==> config.mk <==
export PLATFORM = sky130hd
export DESIGN_NAME = mul4_fitness_scorer
export DESIGN_NICKNAME = d
export VERILOG_FILES = /design/src/rtl/mul4_fitness_pkg.sv /design/src/rtl/mul4_lane_checker.sv /design/src/rtl/mul4_fitness_scorer.sv
export SDC_FILE = /design/constraint.sdc
export NUM_CORES = 1
export LEC_CHECK = 0
export CAP_MARGIN = 10
export CORE_MARGIN = 2
export CORE_UTILIZATION = 55
export CTS_CLUSTER_DIAMETER = 30
export DETAILED_ROUTE_END_ITERATION = 6
export GPL_TIMING_DRIVEN = 0
export PLACE_DENSITY_LB_ADDON = 0.15
export SLEW_MARGIN = 10
export SYNTH_ARGS = -nofsm -noshare
export SYNTH_HDL_FRONTEND = slang
export SYNTH_SLANG_ARGS = --single-unit
export TNS_END_PERCENT = 100
==> constraint.sdc <==
create_clock -name clk -period 6.85 [get_ports clk]
set_clock_uncertainty 0.1 [all_clocks]
set_input_delay 0.685 -clock clk [delete_from_list [all_inputs] [get_ports clk]]
set_output_delay 0.685 -clock clk [all_outputs]
set_load 0.005 [all_outputs]
==> src/rtl/mul4_fitness_pkg.sv <==
// Shared types, defaults and width helpers for the 2x2 multiplier fitness scorer.
package mul4_fitness_pkg;

  localparam int DEF_LANES     = 16;
  localparam int DEF_BEATS     = 16;
  localparam int MAX_LANE_BITS = 4;

  typedef enum logic [1:0] {IDLE, ACCUM, DRAIN, REPORT} state_t;

  function automatic int bit_w_f(input int lanes, input int beats);
    return $clog2(lanes * MAX_LANE_BITS * beats + 1);
  endfunction

  function automatic int lane_w_f(input int lanes, input int beats);
    return $clog2(lanes * beats + 1);
  endfunction

endpackage

==> src/rtl/mul4_lane_checker.sv <==
// Combinational per-beat scorer: golden 2x2 product per lane, matching-bit and
// fully-correct-lane counts summed across all lanes of one beat.
module mul4_lane_checker
  import mul4_fitness_pkg::*;
#(
  parameter int LANES       = DEF_LANES,
  parameter int CNT_BITS_W  = $clog2(LANES * MAX_LANE_BITS + 1),
  parameter int CNT_LANES_W = $clog2(LANES + 1)
) (
  input  logic [LANES-1:0]       a1,
  input  logic [LANES-1:0]       a0,
  input  logic [LANES-1:0]       b1,
  input  logic [LANES-1:0]       b0,
  input  logic [LANES-1:0]       y3,
  input  logic [LANES-1:0]       y2,
  input  logic [LANES-1:0]       y1,
  input  logic [LANES-1:0]       y0,
  output logic [CNT_BITS_W-1:0]  bits,
  output logic [CNT_LANES_W-1:0] lanes
);

  logic [3:0] w_e;
  logic [3:0] w_y;
  logic [3:0] w_match;
  logic [2:0] w_cnt;

  always_comb begin
    bits    = '0;
    lanes   = '0;
    w_e     = '0;
    w_y     = '0;
    w_match = '0;
    w_cnt   = '0;
    for (int i = 0; i < LANES; i++) begin
      // Zero-extend operands so the product keeps all 4 bits (3*3 = 9).
      w_e     = {2'b00, a1[i], a0[i]} * {2'b00, b1[i], b0[i]};
      w_y     = {y3[i], y2[i], y1[i], y0[i]};
      w_match = ~(w_e ^ w_y);
      w_cnt   = {2'b00, w_match[0]} + {2'b00, w_match[1]}
              + {2'b00, w_match[2]} + {2'b00, w_match[3]};
      bits    = bits + CNT_BITS_W'(w_cnt);
      lanes   = lanes + CNT_LANES_W'(w_match == 4'hF);
    end
  end

endmodule

==> src/rtl/mul4_fitness_scorer.sv <==
// Batch fitness scorer: two-stage (score, accumulate) pipeline under a
// four-state FSM, delivering one score record per batch over valid/ready.
module mul4_fitness_scorer
  import mul4_fitness_pkg::*;
#(
  parameter int LANES  = DEF_LANES,
  parameter int BEATS  = DEF_BEATS,
  parameter int BIT_W  = bit_w_f(LANES, BEATS),
  parameter int LANE_W = lane_w_f(LANES, BEATS)
) (
  input  logic              clk,
  input  logic              rst_n,
  input  logic              start,
  input  logic              in_valid,
  output logic              in_ready,
  input  logic [LANES-1:0]  a1,
  input  logic [LANES-1:0]  a0,
  input  logic [LANES-1:0]  b1,
  input  logic [LANES-1:0]  b0,
  input  logic [LANES-1:0]  y3,
  input  logic [LANES-1:0]  y2,
  input  logic [LANES-1:0]  y1,
  input  logic [LANES-1:0]  y0,
  output logic              out_valid,
  input  logic              out_ready,
  output logic [BIT_W-1:0]  bit_score,
  output logic [LANE_W-1:0] lane_score,
  output logic              perfect,
  output logic              busy,
  output state_t            dbg_state
);

  // Handshakes: a beat moves on a cycle with in_valid && in_ready; the record
  // moves on a cycle with out_valid && out_ready. Both readies/valids come
  // straight from the state register and never depend on the partner signal.

  localparam int BB_W  = $clog2(LANES * MAX_LANE_BITS + 1);
  localparam int BL_W  = $clog2(LANES + 1);
  localparam int CNT_W = (BEATS > 1) ? $clog2(BEATS) : 1;
  localparam logic [BIT_W-1:0] PERFECT_SCORE = BIT_W'(LANES * MAX_LANE_BITS * BEATS);

  state_t              r_state;
  state_t              w_state_nxt;
  logic                w_in_ready;
  logic                w_out_valid;
  logic                w_xfer;
  logic                w_last_xfer;
  logic                w_start_ok;
  logic [CNT_W-1:0]    r_beat_cnt;
  logic [BB_W-1:0]     w_bits;
  logic [BL_W-1:0]     w_lanes;
  logic [BB_W-1:0]     r_s1_bits;
  logic [BL_W-1:0]     r_s1_lanes;
  logic [BIT_W-1:0]    r_bit_acc;
  logic [LANE_W-1:0]   r_lane_acc;
  logic                r_perfect;
  logic [BIT_W-1:0]    w_bit_acc_nxt;
  logic [LANE_W-1:0]   w_lane_acc_nxt;

  mul4_lane_checker #(
    .LANES       (LANES),
    .CNT_BITS_W  (BB_W),
    .CNT_LANES_W (BL_W)
  ) u_checker (
    .a1    (a1),
    .a0    (a0),
    .b1    (b1),
    .b0    (b0),
    .y3    (y3),
    .y2    (y2),
    .y1    (y1),
    .y0    (y0),
    .bits  (w_bits),
    .lanes (w_lanes)
  );

  assign w_xfer      = in_valid && (r_state == ACCUM);
  assign w_last_xfer = w_xfer && (r_beat_cnt == CNT_W'(BEATS - 1));
  assign w_start_ok  = start && (r_state == IDLE);

  always_ff @(posedge clk or negedge rst_n) begin
    if (!rst_n) r_state <= IDLE;
    else        r_state <= w_state_nxt;
  end

  always_comb begin
    w_state_nxt = r_state;
    w_in_ready  = 1'b0;
    w_out_valid = 1'b0;
    case (r_state)
      IDLE:    if (start) w_state_nxt = ACCUM;
      ACCUM: begin
        w_in_ready = 1'b1;
        if (w_last_xfer) w_state_nxt = DRAIN;
      end
      DRAIN:   w_state_nxt = REPORT;
      REPORT: begin
        w_out_valid = 1'b1;
        if (out_ready) w_state_nxt = IDLE;
      end
      default: w_state_nxt = IDLE;
    endcase
  end

  assign w_bit_acc_nxt  = r_bit_acc + BIT_W'(r_s1_bits);
  assign w_lane_acc_nxt = r_lane_acc + LANE_W'(r_s1_lanes);

  // Stage 1 carries zero on bubbles, so stage 2 can add unconditionally
  // throughout ACCUM and DRAIN.
  always_ff @(posedge clk or negedge rst_n) begin
    if (!rst_n) begin
      r_beat_cnt <= '0;
      r_s1_bits  <= '0;
      r_s1_lanes <= '0;
      r_bit_acc  <= '0;
      r_lane_acc <= '0;
      r_perfect  <= 1'b0;
    end else if (w_start_ok) begin
      r_beat_cnt <= '0;
      r_s1_bits  <= '0;
      r_s1_lanes <= '0;
      r_bit_acc  <= '0;
      r_lane_acc <= '0;
      r_perfect  <= 1'b0;
    end else begin
      if (w_xfer) r_beat_cnt <= w_last_xfer ? '0 : r_beat_cnt + CNT_W'(1);
      r_s1_bits  <= w_xfer ? w_bits : '0;
      r_s1_lanes <= w_xfer ? w_lanes : '0;
      if (r_state == ACCUM || r_state == DRAIN) begin
        r_bit_acc  <= w_bit_acc_nxt;
        r_lane_acc <= w_lane_acc_nxt;
        r_perfect  <= (w_bit_acc_nxt == PERFECT_SCORE);
      end
    end
  end

  assign in_ready   = w_in_ready;
  assign out_valid  = w_out_valid;
  assign busy       = (r_state != IDLE);
  assign bit_score  = r_bit_acc;
  assign lane_score = r_lane_acc;
  assign perfect    = r_perfect;
  assign dbg_state  = r_state;

endmodule
==> Word-level counts from Yosys, hierarchy flattened <==
Index checks and enable logic that the tools add are counted.
{ "totals": {"register_bits": 39, "latch_bits": 0, "ramBits": 0, "romBits": 0, "wordCells": 188, "n_memories": 0} }
{ "op_classes": {"n_addsub": 81, "n_mul": 16, "n_div": 0, "order_cmp": 0, "eq_ne": 24, "shifts": 0, "muxes": 19, "bitwise": 32, "reduce_logical": 9} }
{ "op_table": {"columns": ["cell", "n"], "rows": [
  ["$add 7x3->7", 14],
  ["$add 3x1->3", 32],
  ["$add 5x1->5", 14],
  ["$eq 4x4->1 const B", 17],
  ["$mul 2x2->4", 16],
  ["$not 4->4", 16],
  ["$xor 4x4->4", 16],
  ["$add 1x1->2", 17],
  ["$mux 11", 2],
  ["$mux 9", 2],
  ["$mux 7", 2],
  ["$mux 4", 3],
  ["$add 11x7->11", 1],
  ["$eq 11x11->1 const B", 1],
  ["$mux 5", 2],
  ["$add 9x5->9", 1],
  ["$pmux 2 s4", 1],
  ["$mux 2", 3],
  ["$ne 2x2->1 const B", 3],
  ["$reduce_bool 2->1", 3],
  ["$add 3x3->4", 1],
  ["$add 4x1->4 const B", 1],
  ["$eq 2x2->1 const B", 2],
  ["$mux 1", 4],
  ["5 further kinds", 7]
]} }

==> Longest topological paths before layout <==
{ "logic_depth": {"depth_word": 23, "depth_mapped": 30, "ltp_nobuf": 30} }

==> Cells and area by module <==
From an unflattened synthesis, not the netlist that was laid out.
{ "unflattened": {"cells_unflattened": 560, "hier_area_um2": 5602.9} }
{ "by_module_without_submodules": {"columns": ["mod", "instances", "cells_each", "area_each_um2"], "rows": [
  ["mul4_lane_checker", 1, 347, 3378.2],
  ["mul4_fitness_scorer", 1, 213, 2224.6]
]} }

==> Worst setup path after synthesis <==
OpenSTA, ideal clock, no wires.
{ "synth_timing": {"kind": "in2reg", "startpoint": "input b1[0]", "endpoint": "register r_s1_bits[6]", "setup_time_ns": 0.129, "arrival_time_ns": 7.302, "required_ns": 6.621, "setup_slack_ns": -0.681, "cell_stages": 28, "path_cell_list": "and2_1 -> ha_1 -> xnor2_1 -> ha_1 -> fa_1 -> ha_1 -> inv_1 -> fa_1 -> xnor2_1 -> fa_1 -> inv_1 -> fa_1 -> inv_1 -> fa_1 -> inv_1 -> fa_1 -> inv_1 -> fa_1 -> inv_1 -> fa_1 -> inv_1 -> ha_1 -> a21o_1 -> a21oi_1 -> o21bai_1 -> a21oi_1 -> xor2_1 -> nor2_1"} }
{ "synth_via": {"elab_chain_len": 23} }
{ "synth_rtl": {"columns": ["element", "line", "text"], "rows": [
  ["from (decl)", "mul4_fitness_scorer.sv:18", "input logic [LANES-1:0] b1,"],
  ["$mul 2x2->4 (*)", "mul4_lane_checker.sv:36", "w_e = {2'b00, a1[i], a0[i]} * {2'b00, b1[i], b0[i]};"],
  ["$xor 4x4->4 (*)", "mul4_lane_checker.sv:38", "w_match = ~(w_e ^ w_y);"],
  ["$not 4->4 (*)", "mul4_lane_checker.sv:38", null],
  ["$add 1x1->2", "mul4_lane_checker.sv:39", "w_cnt = {2'b00, w_match[0]} + {2'b00, w_match[1]}"],
  ["$add 3x1->3", "mul4_lane_checker.sv:40", "+ {2'b00, w_match[2]} + {2'b00, w_match[3]};"],
  ["$add 3x1->3 (*)", "mul4_lane_checker.sv:40", null],
  ["$add 3x3->4 (*)", "mul4_lane_checker.sv:41", "bits = bits + CNT_BITS_W'(w_cnt);"],
  ["$add 7x3->7 (*) (14 in a row)", "mul4_lane_checker.sv:41", null],
  ["$mux 7 (*)", "mul4_fitness_scorer.sv:127", "r_s1_bits <= w_xfer ? w_bits : '0;"],
  ["$mux 7 (*)", "mul4_fitness_scorer.sv:118", "end else if (w_start_ok) begin"],
  ["to (signal assigned)", "mul4_fitness_scorer.sv:127", null],
  ["to (decl)", "mul4_fitness_scorer.sv:52", "logic [BB_W-1:0] r_s1_bits;"]
]} }
Every way passes the cells marked *; elsewhere a longest branch is shown, timed or not.
A chain may end at the register's enable or synchronous reset.

==> Final worst setup path <==
{ "layout_timing": {"startpoint": "input a1[0]", "endpoint": "register r_s1_bits[5]"} }
{ "layout_via": {"elab_chain_len": 23} }
{ "layout_rtl": {"columns": ["element", "line", "text"], "rows": [
  ["from (decl)", "mul4_fitness_scorer.sv:16", "input logic [LANES-1:0] a1,"],
  ["$mul 2x2->4 (*)", "mul4_lane_checker.sv:36", null],
  ["$xor 4x4->4 (*)", "mul4_lane_checker.sv:38", null],
  ["$not 4->4 (*)", "mul4_lane_checker.sv:38", null],
  ["$add 1x1->2", "mul4_lane_checker.sv:39", null],
  ["$add 3x1->3", "mul4_lane_checker.sv:40", null],
  ["$add 3x1->3 (*)", "mul4_lane_checker.sv:40", null],
  ["$add 3x3->4 (*)", "mul4_lane_checker.sv:41", null],
  ["$add 7x3->7 (*) (14 in a row)", "mul4_lane_checker.sv:41", null],
  ["$mux 7 (*)", "mul4_fitness_scorer.sv:127", null],
  ["$mux 7 (*)", "mul4_fitness_scorer.sv:118", null]
]} }
Marks and branches as above.

==> results <==
- The run finished, with violations left.
- The checks that failed: setup timing.
- After clock tree synthesis, the clock-pin slew on the worst setup and hold paths is 90 ps.
- Dividing the detail-routed wire length by the instance count gives approximately 13 um.
- Buffers inserted during clock tree synthesis total 5.
- The number of H-tree branching levels is 2.
- The post-synthesis sequential area ratio is 0.1604.
- The count of pins on the block boundary is about 160.
- The TritonCTS clock tree is yes.
- The element type at the critical path start is a primary input.
- The first global-routing pass estimated between 20000 and 25000 um of wire.
- Among all stages on the critical path, the largest delay is contributed by sky130_fd_sc_hd__fa_1.
- The arrival time reported for the critical path endpoint is around 7100 ps.
- The proportion of register bits with asynchronous set or reset after synthesis is 1.000.
- The via count of the first global-routing pass is about 5000.
- For this design, the sink count on the clock tree is 39.
- Counting the fill cells in the layout gives 782.
- The total overflow left after global routing is 0.
- The first routing iteration left between 150 and 200 violations.
- The number of input and output port buffers inserted is approximately 160.
- The area growth from synthesis to layout is 33.44%.
- After technology mapping, the gate count stands at about 650.
- Across the whole layout, storage elements account for 975.9 um2.
- The worst register-to-register path ends at perfect$_DFFE_PN0P_.
- For flop-to-flop paths, the worst setup slack is between 4000 and 5000 ps.
- Static timing analysis puts the maximum clock frequency at roughly 140 MHz.
- After detailed routing, the total wire length is ~13000 um.
- The initial utilization of the core area, before any placement, comes to 0.5636.
- The final number of setup-violating endpoints is 2.
- The cell area after synthesis is ~6000 um2.
- Across all setup checks in the final design, the least slack found is -153.4 ps.
- The path depth of the worst reg2reg path is 6.
- The total global routing track utilization is 0.2210.
- The tree is rooted in a sky130_fd_sc_hd__clkbuf_8.
- The residual DRC count is 0.
- In the synthesized netlist the dominant register cell turns out to be sky130_fd_sc_hd__dfrtp_1.
- Broken down by cell family, the worst path's largest delay share belongs to adder cells.
- At the end of the flow the core is filled with cells to 0.7521.
- Together, buffers and inverters on the worst path number 5.
- At the end of routability-driven placement, the weighted congestion stood at roughly 0.82.
- The tightest min-delay check is of the in -> async type.
- For this run, the post-layout net count is 1122.
- The number of nets with antenna violations after routing is 0.
- Summed over all failing endpoints, the final setup total negative slack is -301.4 ps.
- Before antenna repair, the detailed router went through 4 iterations.
- In this run the tightest slew margin relative to its limit is 0.5079.
- The critical register-to-register path startpoint is bit_score[0]$_DFFE_PN0P_.
- The number of buffers inserted by hold repair at cts is 0.
- The worst setup path is captured at a flip-flop.
- The slew at the pin closest to its max-slew limit is about 740 ps.
- For the worst setup path, the data required time is between 6000 and 7000 ps.
- The count of flip-flops with a built-in enable after synthesis is 0.
- The largest single stage delay on the critical path is 570 ps.
- The floorplan die width is around 110 um.
- The y dimension of the die is between 100 and 150 um.
- The number of different library cells in the post-synthesis netlist is 40.
- The total count of max-transition violations in the final report is 0.
- Of the cells placed in the final design, the portion with a size suffix greater than 1 is 0.07448.
- The worst setup path is of the in -> reg kind.
- The number of warnings reported in the yosys synthesis log is 0.
- Of the available clock period, the critical path in the final layout requires 1.022.
- In this run the worst setup path begins at a1[0].
- The maximum count of clock buffers along a single path is 2.
- The floorplan has 38 rows.
- The die footprint is 11920 um2.
- The minimum setup slack after placement is -814.2 ps.
- The tightest hold path in the finished design has a slack of between 200 and 250 ps.
- The number of vias per cell after detailed routing is 5.038.
- Setup repair after global routing could not meet its margin everywhere.
- The synthesized design contains 39 register bits.
- The half-perimeter wire length of the detailed placement result is roughly 12000 um.
- The max-capacitance violation count is 0.
- In this run the number of cells on the critical path is 25.
- Subtracting the final worst setup slack from the clock period gives approximately 7000 ps.
- The total nets after synthesis is between 900 and 1000.
- After synthesis, the mean cell area works out to approximately 9.4 um2.
- The number of hold violations in the final report is 0.
- The number of antenna cells inserted is 0.
- The maximum number of pins on one net before global-route repair is 23.
- The area of the placeable core is approximately 11000 um2.
- The number of antenna violations at the first check in global routing is 0.
- Summing all multi-input logic gate instances after layout gives between 4000 and 5000 um2.
- At the later pin of the worst-skew pair, clock insertion delay measures roughly 300 ps.
- The final route contains 4831 vias.
- The maximum fanout along the worst path is 2.
## routing by layer
| metal | track usage | vias to the layer above | wire length [um] |
|---|---|---|---|
| met3 | 0.01674 | 19 | 358 |
| met4 | 0.04611 | 0 | 201 |
| met1 | 0.2489 | 2313 | 4982 |
| met5 | 0 | - | 0 |
| met2 | 0.4481 | 102 | 7302 |
| li1 | - | 2397 | - |
## layout by cell type (no fill, tap or decap), drive strengths merged, types with 2 or more instances in the layout
cell,Yosys,final
a21o,5,5
a21oi,20,20
and2,53,53
and3,3,3
buf,3,16
clkbuf,4,11
clkdlybuf4s50,0,148
dfrtp,39,39
fa,67,67
ha,104,104
inv,114,114
mux2i,9,9
nand2,34,34
nand3,14,14
nand4,2,2
nor2,45,45
nor2b,5,5
nor3,6,6
o211ai,3,3
o21ai,15,15
o21bai,2,2
o22ai,2,2
or3,4,4
or4,2,2
xnor2,39,39
xor2,44,44
## cell usage after synthesis, drive strengths merged, types with 2 or more instances
cell type    n  share of area
xor2        44          0.063
nand2       34          0.021
o21ai       15          0.012
a21o         5         0.0062
nand4        2         0.0021
clkbuf       4         0.0025
inv        114          0.071
or4          2         0.0031
buf          3         0.0035
fa          67           0.22
nor2        45          0.028
o211ai       3         0.0037
xnor2       39          0.056
dfrtp       39           0.16
a21oi       20          0.016
or3          4         0.0041
o22ai        2         0.0021
mux2i        9          0.015
nor3         6         0.0058
ha         104           0.21
nand3       14          0.012
and3         3         0.0031
nor2b        5         0.0051
and2        53          0.055
o21bai       2         0.0025
## state kept, by name (all words and copies together), names as in the netlist
register / flops
perfect: 1
r_beat_cnt: 4
lane_score: 9
bit_score: 11
dbg_state: 2
r_s1_bits: 7
r_s1_lanes: 5
## repair_timing
action | CTS | global route
pin swaps | 28 | 23
setup endpoints to repair | 5 | 5
resized for setup | 42 | 10
buffers inserted | 3 | 2
hold endpoints to repair | 0 | 0
## cells by family (layout without fill, tap and decap cells)
kind of cell	count (synthesis)	after routing	share of synthesized area
fa+ha+maj	171	171	0.4344
simple gates	171	171	0.1413
buf+inv	121	292	0.07672
xor+xnor	83	83	0.1195
compound gates	54	54	0.05286
flops	39	39	0.1604
mux	9	9	0.01481
## worst max-delay path by stage
| stage | slack, ps | to |
|---|---|---|
| after CTS | -360 | r_s1_bits[6]$_DFF_PN0_ |
| final | -150 | r_s1_bits[5]$_DFF_PN0_ |
| after global routing | -340 | r_s1_bits[6]$_DFF_PN0_ |
| after detailed placement | -810 | r_s1_bits[5]$_DFF_PN0_ |
| after global placement | -730 | r_s1_bits[6]$_DFF_PN0_ |
| after floorplan | -70 | r_s1_bits[6]$_DFF_PN0_ |
## area by class of cell
cell class              count  share of cell area
well taps                 140             0.02158
clock inverters             2            0.002004
plain buffers               7            0.004470
repair buffers            163              0.1985
inverters                 114             0.05333
flip-flops and latches     39              0.1202
clock buffers               6             0.01017
multi-input cells         488              0.5897
## per-stage QoR
stage / instance area (um2) / cells
finish: 8118 / 959
global route: 8118 / 959
CTS: 8077 / 958
detailed placement: 7943 / 947
global placement: 7920 / 946
floorplan: 6163 / 648
Power is left out: the tool's default activity adds up to more than one toggle a clock period on the data nets, which glitch-free logic cannot reach.
